[config.mk]
export PLATFORM = sky130hd
export DESIGN_NAME = decoder_scan_ctrl
export DESIGN_NICKNAME = d
export VERILOG_FILES = /design/src/rtl/decoder_scan_ctrl.sv
export SDC_FILE = /design/constraint.sdc
export NUM_CORES = 1
export LEC_CHECK = 0
export CORE_UTILIZATION = 45
export CTS_BUF_LIST = sky130_fd_sc_hd__clkbuf_16
export CTS_CLUSTER_DIAMETER = 50
export CTS_CLUSTER_SIZE = 16
export DETAILED_ROUTE_END_ITERATION = 12
export PLACE_DENSITY_LB_ADDON = 0.25
export SYNTH_ARGS = -nofsm -noshare
export SYNTH_HDL_FRONTEND = slang
export SYNTH_SLANG_ARGS = --single-unit
export TNS_END_PERCENT = 1
[constraint.sdc]
create_clock -name clk -period 2.48 [get_ports clk]
set_input_delay 0.372 -clock clk [delete_from_list [all_inputs] [get_ports clk]]
set_output_delay 0.372 -clock clk [all_outputs]
set_load 0.02 [all_outputs]
[src/rtl/decoder_scan_ctrl.sv]
// rtl/decoder_scan_ctrl.sv - scan sequencer generating select and enable for a 2-to-4 decoder
//
// Purpose: steps sel through the enabled decoder channels, holding en high for a
// latched dwell per channel with a fixed en-low blanking gap between windows.
// Ports:
//   clk, rst     single clock, synchronous active-high reset
//   start        begin a scan (sampled only in IDLE)
//   stop         abort a scan (sampled only while busy)
//   mode         0 = continuous, 1 = single pass (latched on accepted start)
//   dwell        en-high cycles per channel, 0 treated as 1 (latched on accepted start)
//   ch_mask      per-channel enable, bit i enables channel i (latched on accepted start)
//   sel, en      decoder select and enable
//   busy         scan in progress (ACTIVE or BLANK)
//   ch_strobe    pulse on the first cycle of each channel window
//   done         pulse when a single-pass scan completes
module decoder_scan_ctrl #(
    parameter int DWELL_W   = 8,
    parameter int BLANK_CYC = 2
) (
    input  logic               clk,
    input  logic               rst,
    input  logic               start,
    input  logic               stop,
    input  logic               mode,
    input  logic [DWELL_W-1:0] dwell,
    input  logic [3:0]         ch_mask,
    output logic [1:0]         sel,
    output logic               en,
    output logic               busy,
    output logic               ch_strobe,
    output logic               done
);

    localparam int BW = (BLANK_CYC > 0) ? $clog2(BLANK_CYC + 1) : 1;
    localparam logic [BW-1:0] BLANK_LAST = (BLANK_CYC > 0) ? BW'(BLANK_CYC - 1) : '0;

    typedef enum logic [1:0] {
        S_IDLE   = 2'd0,
        S_ACTIVE = 2'd1,
        S_BLANK  = 2'd2
    } state_t;

    state_t             state_q, state_d;
    logic [1:0]         sel_q, sel_d;
    logic               en_q, en_d;
    logic               busy_q, busy_d;
    logic               ch_strobe_q, ch_strobe_d;
    logic               done_q, done_d;
    logic [DWELL_W-1:0] dwell_cnt_q, dwell_cnt_d;
    logic [BW-1:0]      blank_cnt_q, blank_cnt_d;
    logic               mode_q, mode_d;
    logic [DWELL_W-1:0] dwell_lat_q, dwell_lat_d;
    logic [3:0]         mask_q, mask_d;

    logic accept;
    logic window_end;
    logic blank_end;
    logic advance;
    logic last_ch;
    logic enter_win;

    function automatic logic [1:0] lowest_idx(input logic [3:0] m);
        logic [1:0] r;
        r = 2'd0;
        for (int i = 3; i >= 0; i--) begin
            if (m[i]) r = 2'(i);
        end
        return r;
    endfunction

    // Upward search from cur+1 with wrap; reaching cur itself (k=4) lets a
    // single enabled channel re-select itself.
    function automatic logic [1:0] next_idx(input logic [1:0] cur, input logic [3:0] m);
        logic [1:0] r;
        logic [1:0] c;
        r = cur;
        for (int k = 4; k >= 1; k--) begin
            c = cur + 2'(k);
            if (m[c]) r = c;
        end
        return r;
    endfunction

    function automatic logic is_highest(input logic [1:0] cur, input logic [3:0] m);
        logic h;
        h = 1'b1;
        for (int i = 0; i < 4; i++) begin
            if ((i > int'(cur)) && m[i]) h = 1'b0;
        end
        return h;
    endfunction

    assign accept     = start && (ch_mask != 4'd0);
    assign window_end = (state_q == S_ACTIVE) && (dwell_cnt_q == dwell_lat_q - DWELL_W'(1));
    assign blank_end  = (BLANK_CYC > 0) && (state_q == S_BLANK) && (blank_cnt_q == BLANK_LAST);
    // With no blanking gap the channel step happens straight out of ACTIVE.
    assign advance    = (BLANK_CYC == 0) ? window_end : blank_end;
    assign last_ch    = mode_q && is_highest(sel_q, mask_q);
    assign enter_win  = (state_d == S_ACTIVE) && ((state_q != S_ACTIVE) || advance);

    // State register
    always_ff @(posedge clk) begin
        if (rst) begin
            state_q <= S_IDLE;
        end else begin
            state_q <= state_d;
        end
    end

    // Next-state logic; stop takes priority over any window or blank completion.
    always_comb begin
        state_d = state_q;
        case (state_q)
            S_IDLE: begin
                if (accept) state_d = S_ACTIVE;
            end
            S_ACTIVE: begin
                if (stop)            state_d = S_IDLE;
                else if (advance)    state_d = last_ch ? S_IDLE : S_ACTIVE;
                else if (window_end) state_d = S_BLANK;
            end
            S_BLANK: begin
                if (stop)         state_d = S_IDLE;
                else if (advance) state_d = last_ch ? S_IDLE : S_ACTIVE;
            end
            default: state_d = S_IDLE;
        endcase
    end

    // Output logic: registered outputs are computed from the upcoming state.
    always_comb begin
        en_d        = (state_d == S_ACTIVE);
        busy_d      = (state_d != S_IDLE);
        ch_strobe_d = enter_win;
        done_d      = advance && last_ch && !stop;
        sel_d       = sel_q;
        if ((state_q == S_IDLE) && accept) begin
            sel_d = lowest_idx(ch_mask);
        end else if (enter_win) begin
            sel_d = next_idx(sel_q, mask_q);
        end
    end

    // Dwell/blank counters and start-time parameter latches.
    always_comb begin
        dwell_cnt_d = '0;
        blank_cnt_d = '0;
        mode_d      = mode_q;
        dwell_lat_d = dwell_lat_q;
        mask_d      = mask_q;
        if ((state_q == S_ACTIVE) && (state_d == S_ACTIVE) && !advance) begin
            dwell_cnt_d = dwell_cnt_q + DWELL_W'(1);
        end
        if ((state_q == S_BLANK) && (state_d == S_BLANK)) begin
            blank_cnt_d = blank_cnt_q + BW'(1);
        end
        if ((state_q == S_IDLE) && accept) begin
            mode_d      = mode;
            dwell_lat_d = (dwell == '0) ? DWELL_W'(1) : dwell;
            mask_d      = ch_mask;
        end
    end

    always_ff @(posedge clk) begin
        if (rst) begin
            sel_q       <= 2'd0;
            en_q        <= 1'b0;
            busy_q      <= 1'b0;
            ch_strobe_q <= 1'b0;
            done_q      <= 1'b0;
            dwell_cnt_q <= '0;
            blank_cnt_q <= '0;
            mode_q      <= 1'b0;
            dwell_lat_q <= DWELL_W'(1);
            mask_q      <= 4'd0;
        end else begin
            sel_q       <= sel_d;
            en_q        <= en_d;
            busy_q      <= busy_d;
            ch_strobe_q <= ch_strobe_d;
            done_q      <= done_d;
            dwell_cnt_q <= dwell_cnt_d;
            blank_cnt_q <= blank_cnt_d;
            mode_q      <= mode_d;
            dwell_lat_q <= dwell_lat_d;
            mask_q      <= mask_d;
        end
    end

    assign sel       = sel_q;
    assign en        = en_q;
    assign busy      = busy_q;
    assign ch_strobe = ch_strobe_q;
    assign done      = done_q;

endmodule

==> out/results.md <==
| Quantity | Value |
|---|---|
| Status | completed |
| Most used cell, CP | nor2_1 |
| Post-synth EDFFs | 0 |
| Ys async rst share | 0 |
| Synthesized area | 1697 µm² |
| Bufs on Longest Clock Path | 2 |
| Type of the tightest min-delay check | register to register |
| Setup clock skew after layout | 2.224 ps |
| Setup repair after global routing missed its margin | no |
| Sink Count | 31 |
| Die area | 4020 µm² |
| Relative slew slack | 0.6916 |
| Per-cell routed wire length | 13.63 µm |
| Post-detailed-route via-to-cell ratio | 5.433 |
| Layout cells sized above 1 | 0.1396 |
| Number of placement rows | 21 |
| Count of nets after finishing | 244 |
| TritonCTS clock tree | yes |
| Core Footprint | 3468 µm² |
| IO buf count | 22 |
| Actual transition at the worst max-transition pin | 457.6 ps |
| Count of cell types in the netlist | 55 |
| Clock slew seen by the registers of the worst setup and hold paths | 50 ps |
| Reported leakage power | 0.8120 nW |
| HP Start | blank_cnt_q[0]$_SDFF_PP0_ |
| Crit path max-delay family | simple AND/OR/NAND/NOR gates |
| Portion of synthesized cell area occupied by the leading cell type | 0.3658 |
| Final core area utilization | 0.6147 |
| Synth area leaders | dfxtp_1 37%, xor2_1 5.2%, nor2_1 4.9%, nand2_1 4.6%, ha_1 4.4% |
| Worst stage delay on the critical path | 430 ps |
| Total of cells resized after clock tree synthesis | 0 |
| Area delta synth->final | 25.66% |
| Bufs and invs on worst path | 1 |
| Period minus WS final | 2097 ps |
| IR drop worst, VDD | 0.4022 mV |
| Power density cells | 705.9 nW/µm² |
| CTS HTree Levels | 2 |
| Maxcap violations | 0 |
| Total number of vias | 1456 |
| Final Total Pwr | 0.001505 W |
| Floorplan die height | 63.40 µm |
| Count of buffers added by post-CTS timing repair for setup | 0 |
| Synth area leader | dfxtp_1 |
| Antenna violations before repair | 0 |
| Clock latency reported for the late side of the worst-skew pair | 280 ps |
| Final number of hold-violating endpoints | 0 |
| Final antenna-violating net count | 0 |
| Critical-path cell with the highest stage delay | dfxtp_1 |
| Number of instances in the synthesized netlist | 194 |
| Critical path data required time | 2640 ps |
| Top cell types by occurrence after synthesis | 31 x dfxtp_1, 22 x nor2_1, 21 x nand2_1 |
| Global-route total usage across every layer | 0.2011 |
| Starting DRT DRC Count | 60 |
| Data arrival time of the worst path | 2260 ps |
| Count of pins over their slew limit | 0 |
| Global placement routability congestion | 0.8995 |
| Drc violations | 0 |
| Total of flip-flops plus latches after synthesis | 31 |
| Total global routing overflow | 0 |
| Largest net degree at the start of global routing | 18 |
| Kind of critical path | register to register |
| Starting utilization of the core area | 0.4892 |
| Worst setup path startpoint | dwell_lat_q[0]$_SDFFE_PP1P_ |
| Number of buffers inserted for hold repair after clock tree synthesis | 0 |
| Max Clk Rate | 476.8 MHz |
| Average instance area after synthesis | 8.746 µm² |
| Number of global-route vias before repair | 1401 |
| Crit start category | register |
| First-pass GRT wire length | 6265 µm |
| Number of CTS-inserted buffers | 5 |
| Post-Route Setup TNS | 0 ps |
| Final period util | 0.8457 |
| CP Cell Sequence | inv_1 -> ha_1 -> nor2_1 -> nor2_1 -> a221oi_1 -> o2111ai_2 -> and2_4 -> or2_1 |
| Worst r2r src | dwell_lat_q[0]$_SDFFE_PP1P_ |
| Total number of yosys warnings | 0 |
| Detail Placement HPWL | 2717 µm |
| Fraction of the yosys area taken by sequential cells | 0.3658 |
| Cell with the most instances after synthesis | dfxtp_1 |
| Prevailing post-synth register cell | dfxtp_1 |
| Post-Route WL | 3653 µm |
| Antenna diode count | 0 |
| Horizontal die dimension | 63.40 µm |
| Filler cell count in the final layout | 317 |
| Nature of the critical path endpoint | register |
| Top-Level Pins | 23 |
| Critical path peak fanout | 6 |
| Final number of setup-violating endpoints | 0 |
| Pre-Repair DR Iteration Count | 4 |
| Root buf cell | clkbuf_16 |
| Number of nets produced by synthesis | 217 |
registers in the layout, indices dropped and copies added (netlist names):
register     cells
mode_q           1
en               1
dwell_lat_q      8
mask_q           4
ch_strobe        1
dwell_cnt_q      8
blank_cnt_q      2
sel              2
state_q          2
busy             1
done             1
cell usage in the layout, fill, tap and decap left out, types with 4 or more instances in the layout:
master,count
buf_4,5
nor3_1,4
o21ai_0,4
clkbuf_16,5
nor2_1,22
and3_1,5
clkdlybuf4s50_1,22
ha_1,6
dfxtp_1,31
a21oi_1,13
xnor2_1,7
nand3_1,8
xor2_1,10
nand2_1,21
inv_1,8
worst paths after layout:
| kind | to | slack, ps | cells after the start |
|---|---|---|---|
| max | busy$_SDFF_PP0_ | 380 | 8 |
| min | blank_cnt_q[0]$_SDFF_PP0_ | 420 | 1 |
| max reg2reg | busy$_SDFF_PP0_ | 380 | 8 |
| min reg2reg | blank_cnt_q[0]$_SDFF_PP0_ | 420 | 1 |
logic make-up after synthesis:
group,Yosys count,share of synthesized area
adder cells (fa/ha/maj),6,0.04425
multiplexers,3,0.01844
XOR/XNOR,17,0.08776
AND/OR/NAND/NOR,82,0.2603
buffers and inverters,15,0.04351
flip-flops,31,0.3658
AO/OA/AOI/OAI,40,0.1799
routing by layer:
layer | up-vias | wire (µm) | GRT usage
li1 | 744 | - | -
met1 | 687 | 1634 | 0.2397
met2 | 20 | 1875 | 0.3404
met3 | 5 | 96 | 0.05435
met4 | 0 | 47 | 0.07670
met5 | - | 0 | 0
where the power goes:
part | switching [W] | total [W] | internal, W
clock | 0.000210 | 0.000678 | 0.000467
combinational | 0.000133 | 0.000265 | 0.000132
sequential | 0.0000363 | 0.000563 | 0.000526
area by class of cell:
type	count	area (µm²)	share of cell area
Inverter	8	30.03	0.01408
Sequential cell	31	620.6	0.2911
Timing Repair Buffer	27	257.7	0.1209
Tap cell	46	57.56	0.02700
Clock buffer	5	125.1	0.05869
Clock inverter	3	38.79	0.01819
Multi-Input combinational cell	148	1002	0.4701
stage by stage:
| stage | setup WS (ps) | hold slack [ps] | cells | area, µm² |
|---|---|---|---|---|
| 5_1_grt | 183.1 | 461.9 | 268 | 2132 |
| 3_3_place_gp | 266.6 | 408.5 | 260 | 1968 |
| 4_1_cts | 373.6 | 425.3 | 268 | 2132 |
| 6_report | 382.6 | 418.9 | 268 | 2132 |
| 2_1_floorplan | 410.0 | 399.0 | 194 | 1697 |
| 3_5_place_dp | 218.8 | 418.1 | 260 | 1968 |
(Power assumes the default switching activity.)
==> edit: new RTL, same flow settings <==
Remove the register `en_q`: a continuous assignment takes its place, so the output `en` follows one clock earlier.
--- a/src/rtl/decoder_scan_ctrl.sv
+++ b/src/rtl/decoder_scan_ctrl.sv
@@ -164,7 +164,6 @@
     always_ff @(posedge clk) begin
         if (rst) begin
             sel_q       <= 2'd0;
-            en_q        <= 1'b0;
             busy_q      <= 1'b0;
             ch_strobe_q <= 1'b0;
             done_q      <= 1'b0;
@@ -175,7 +174,6 @@
             mask_q      <= 4'd0;
         end else begin
             sel_q       <= sel_d;
-            en_q        <= en_d;
             busy_q      <= busy_d;
             ch_strobe_q <= ch_strobe_d;
             done_q      <= done_d;
@@ -187,6 +185,8 @@
         end
     end
 
+    assign en_q = en_d;
+
     assign sel       = sel_q;
     assign en        = en_q;
     assign busy      = busy_q;
Formal check against the unedited RTL: not equivalent (Yosys sat finds a counterexample within 4 cycles, from zero or initial values and one cycle with rst high).
==> edit against the original RTL <==
  * The run now ends with negative setup slack left
  * Final area up 9.0%
  * Worst setup slack lost 400 ps
  * Combinational power rose by 28%
  * Total power decreased by 3.3%
  * Wire length up 10%
  * Highest routed layer unchanged
  * Sequential cell count shrank 1
  * Synthesized area grew 2.1%
  * Clock power fell by 14%
==> edit: results (changes against the original RTL) <==
status=finished, violations left; failing checks=negative setup slack; Yosys cell types=49 (-11%); Max Clock Skew=4.49 ps (+2.27 ps); CP arrival=2120 ps (-140 ps); synth top area cells=dfxtp_1 35%, nand2_1 5.2%, a21oi_1 4.6%, ha_1 4.3%, nor3_2 4.0%; drt total wl=4.03 mm (+10%); CP max stage cell=a2111oi_4; Max VDD drop=417 uV (+3.7%); ys async rst share=0% (unchanged); Worst-path clk slew=50 ps (about the same); Net Count, Synth=230 (+6.0%); final setup fails=1 (+1); # nets final=272 (+11%); WL per Instance=13.5 um (-0.69%); Synth Area in XOR/XNOR=7.59% (-1.2 points); sequential area share after synthesis=34.7% (-1.9 points); Crit Path Max Fanout=4 (-2); Detailed Place HPWL=2.91 mm (+7.2%); slew margin rel.=71.6% (+2.5 points); Global Route Usage Sum=22.4% (+2.3 points); switching portion of total power=28.4% (+3.2 points); vias in the first global route=1578 (+13%); mux cell area share after synthesis=1.73% (-0.11 points); commonest cells in the netlist=30 x dfxtp_1, 24 x nand2_1, 16 x a21oi_1; routed vias/inst=5.28 (-2.9%); CTS Root Cell=clkbuf_16; Inst Count DP=290 (+12%); RePlAce Congestion=0.933 (+3.7%); final worst slack=-16.7 ps (-399 ps); adder-cell share of the synthesized area=4.34% (-0.090 points); compound-cell area share of the yosys netlist=18.1% (+0.14 points); Post-Syn Area per Cell=8.37 um^2 (-4.3%); Leakage=0.916 nW (+13%)
## edit: metrics by stage
step           setup TNS, ps  setup slack (ps)
4_1_cts                -3.48             -3.48
6_report               -16.7             -16.7
3_3_place_gp            -197              -197
5_1_grt                 -140              -140
3_5_place_dp            -261              -261
2_1_floorplan              0               158
## edit: kinds of logic after synthesis
| kind of cell | count (synthesis) |
|---|---|
| simple gates | 82 |
| compound gates | 47 |
| flops | 30 |
| buf+inv | 24 |
| xor+xnor | 15 |
| fa+ha+maj | 6 |
| mux | 3 |
## edit: critical path: cells and delay by family (launching register included)
family / cells / cell delay (ps)
compound gates: 4 / 1080
fa+ha+maj: 1 / 160
buf+inv: 2 / 200
flops: 1 / 330
simple gates: 1 / 80
## edit: power groups by stage
stage | clock network [mW] | logic [mW] | registers [mW]
6_report | 0.585 | 0.340 | 0.531
5_1_grt | 0.621 | 0.375 | 0.534
4_1_cts | 0.601 | 0.331 | 0.531
3_5_place_dp | 0 | 0.322 | 0.540
3_3_place_gp | 0 | 0.319 | 0.539
2_1_floorplan | 0 | 0.186 | 0.547
## edit: worst paths after layout
path / from / depth (start not counted) / to / slack, ps
setup / recovery: dwell_lat_q[0] / 8 / en / -20
hold / removal: blank_cnt_q[0] / 1 / blank_cnt_q[0] / 440
setup reg to reg: dwell_lat_q[2] / 7 / dwell_cnt_q[3] / 220
hold reg to reg: blank_cnt_q[0] / 1 / blank_cnt_q[0] / 440
## edit: routing by layer
| metal | share of wire, % | up-vias | global-route usage (%) |
|---|---|---|---|
| li1 | - | 810 | - |
| met1 | 49 | 729 | 28.6 |
| met2 | 46 | 27 | 35.5 |
| met3 | 3.7 | 6 | 6.25 |
| met4 | 1.7 | 0 | 8.81 |
| met5 | 0 | - | 0 |
## edit: what timing repair did
item / in CTS / in global routing
pin swaps: 5 / 3
gates cloned: 0 / 0
endpoints found under the setup margin: 1 / 1
gates resized for setup: 12 / 3
## edit: area by class of cell
| type | instances | area [um^2] |
|---|---|---|
| flip-flops and latches | 30 | 603 |
| clock buffers | 5 | 125 |
| repair buffers | 48 | 413 |
| inverters | 11 | 41.3 |
| fillers | 337 | 1360 |
| clock inverters | 3 | 16.3 |
| multi-input cells | 153 | 1070 |
| well taps | 48 | 60.1 |
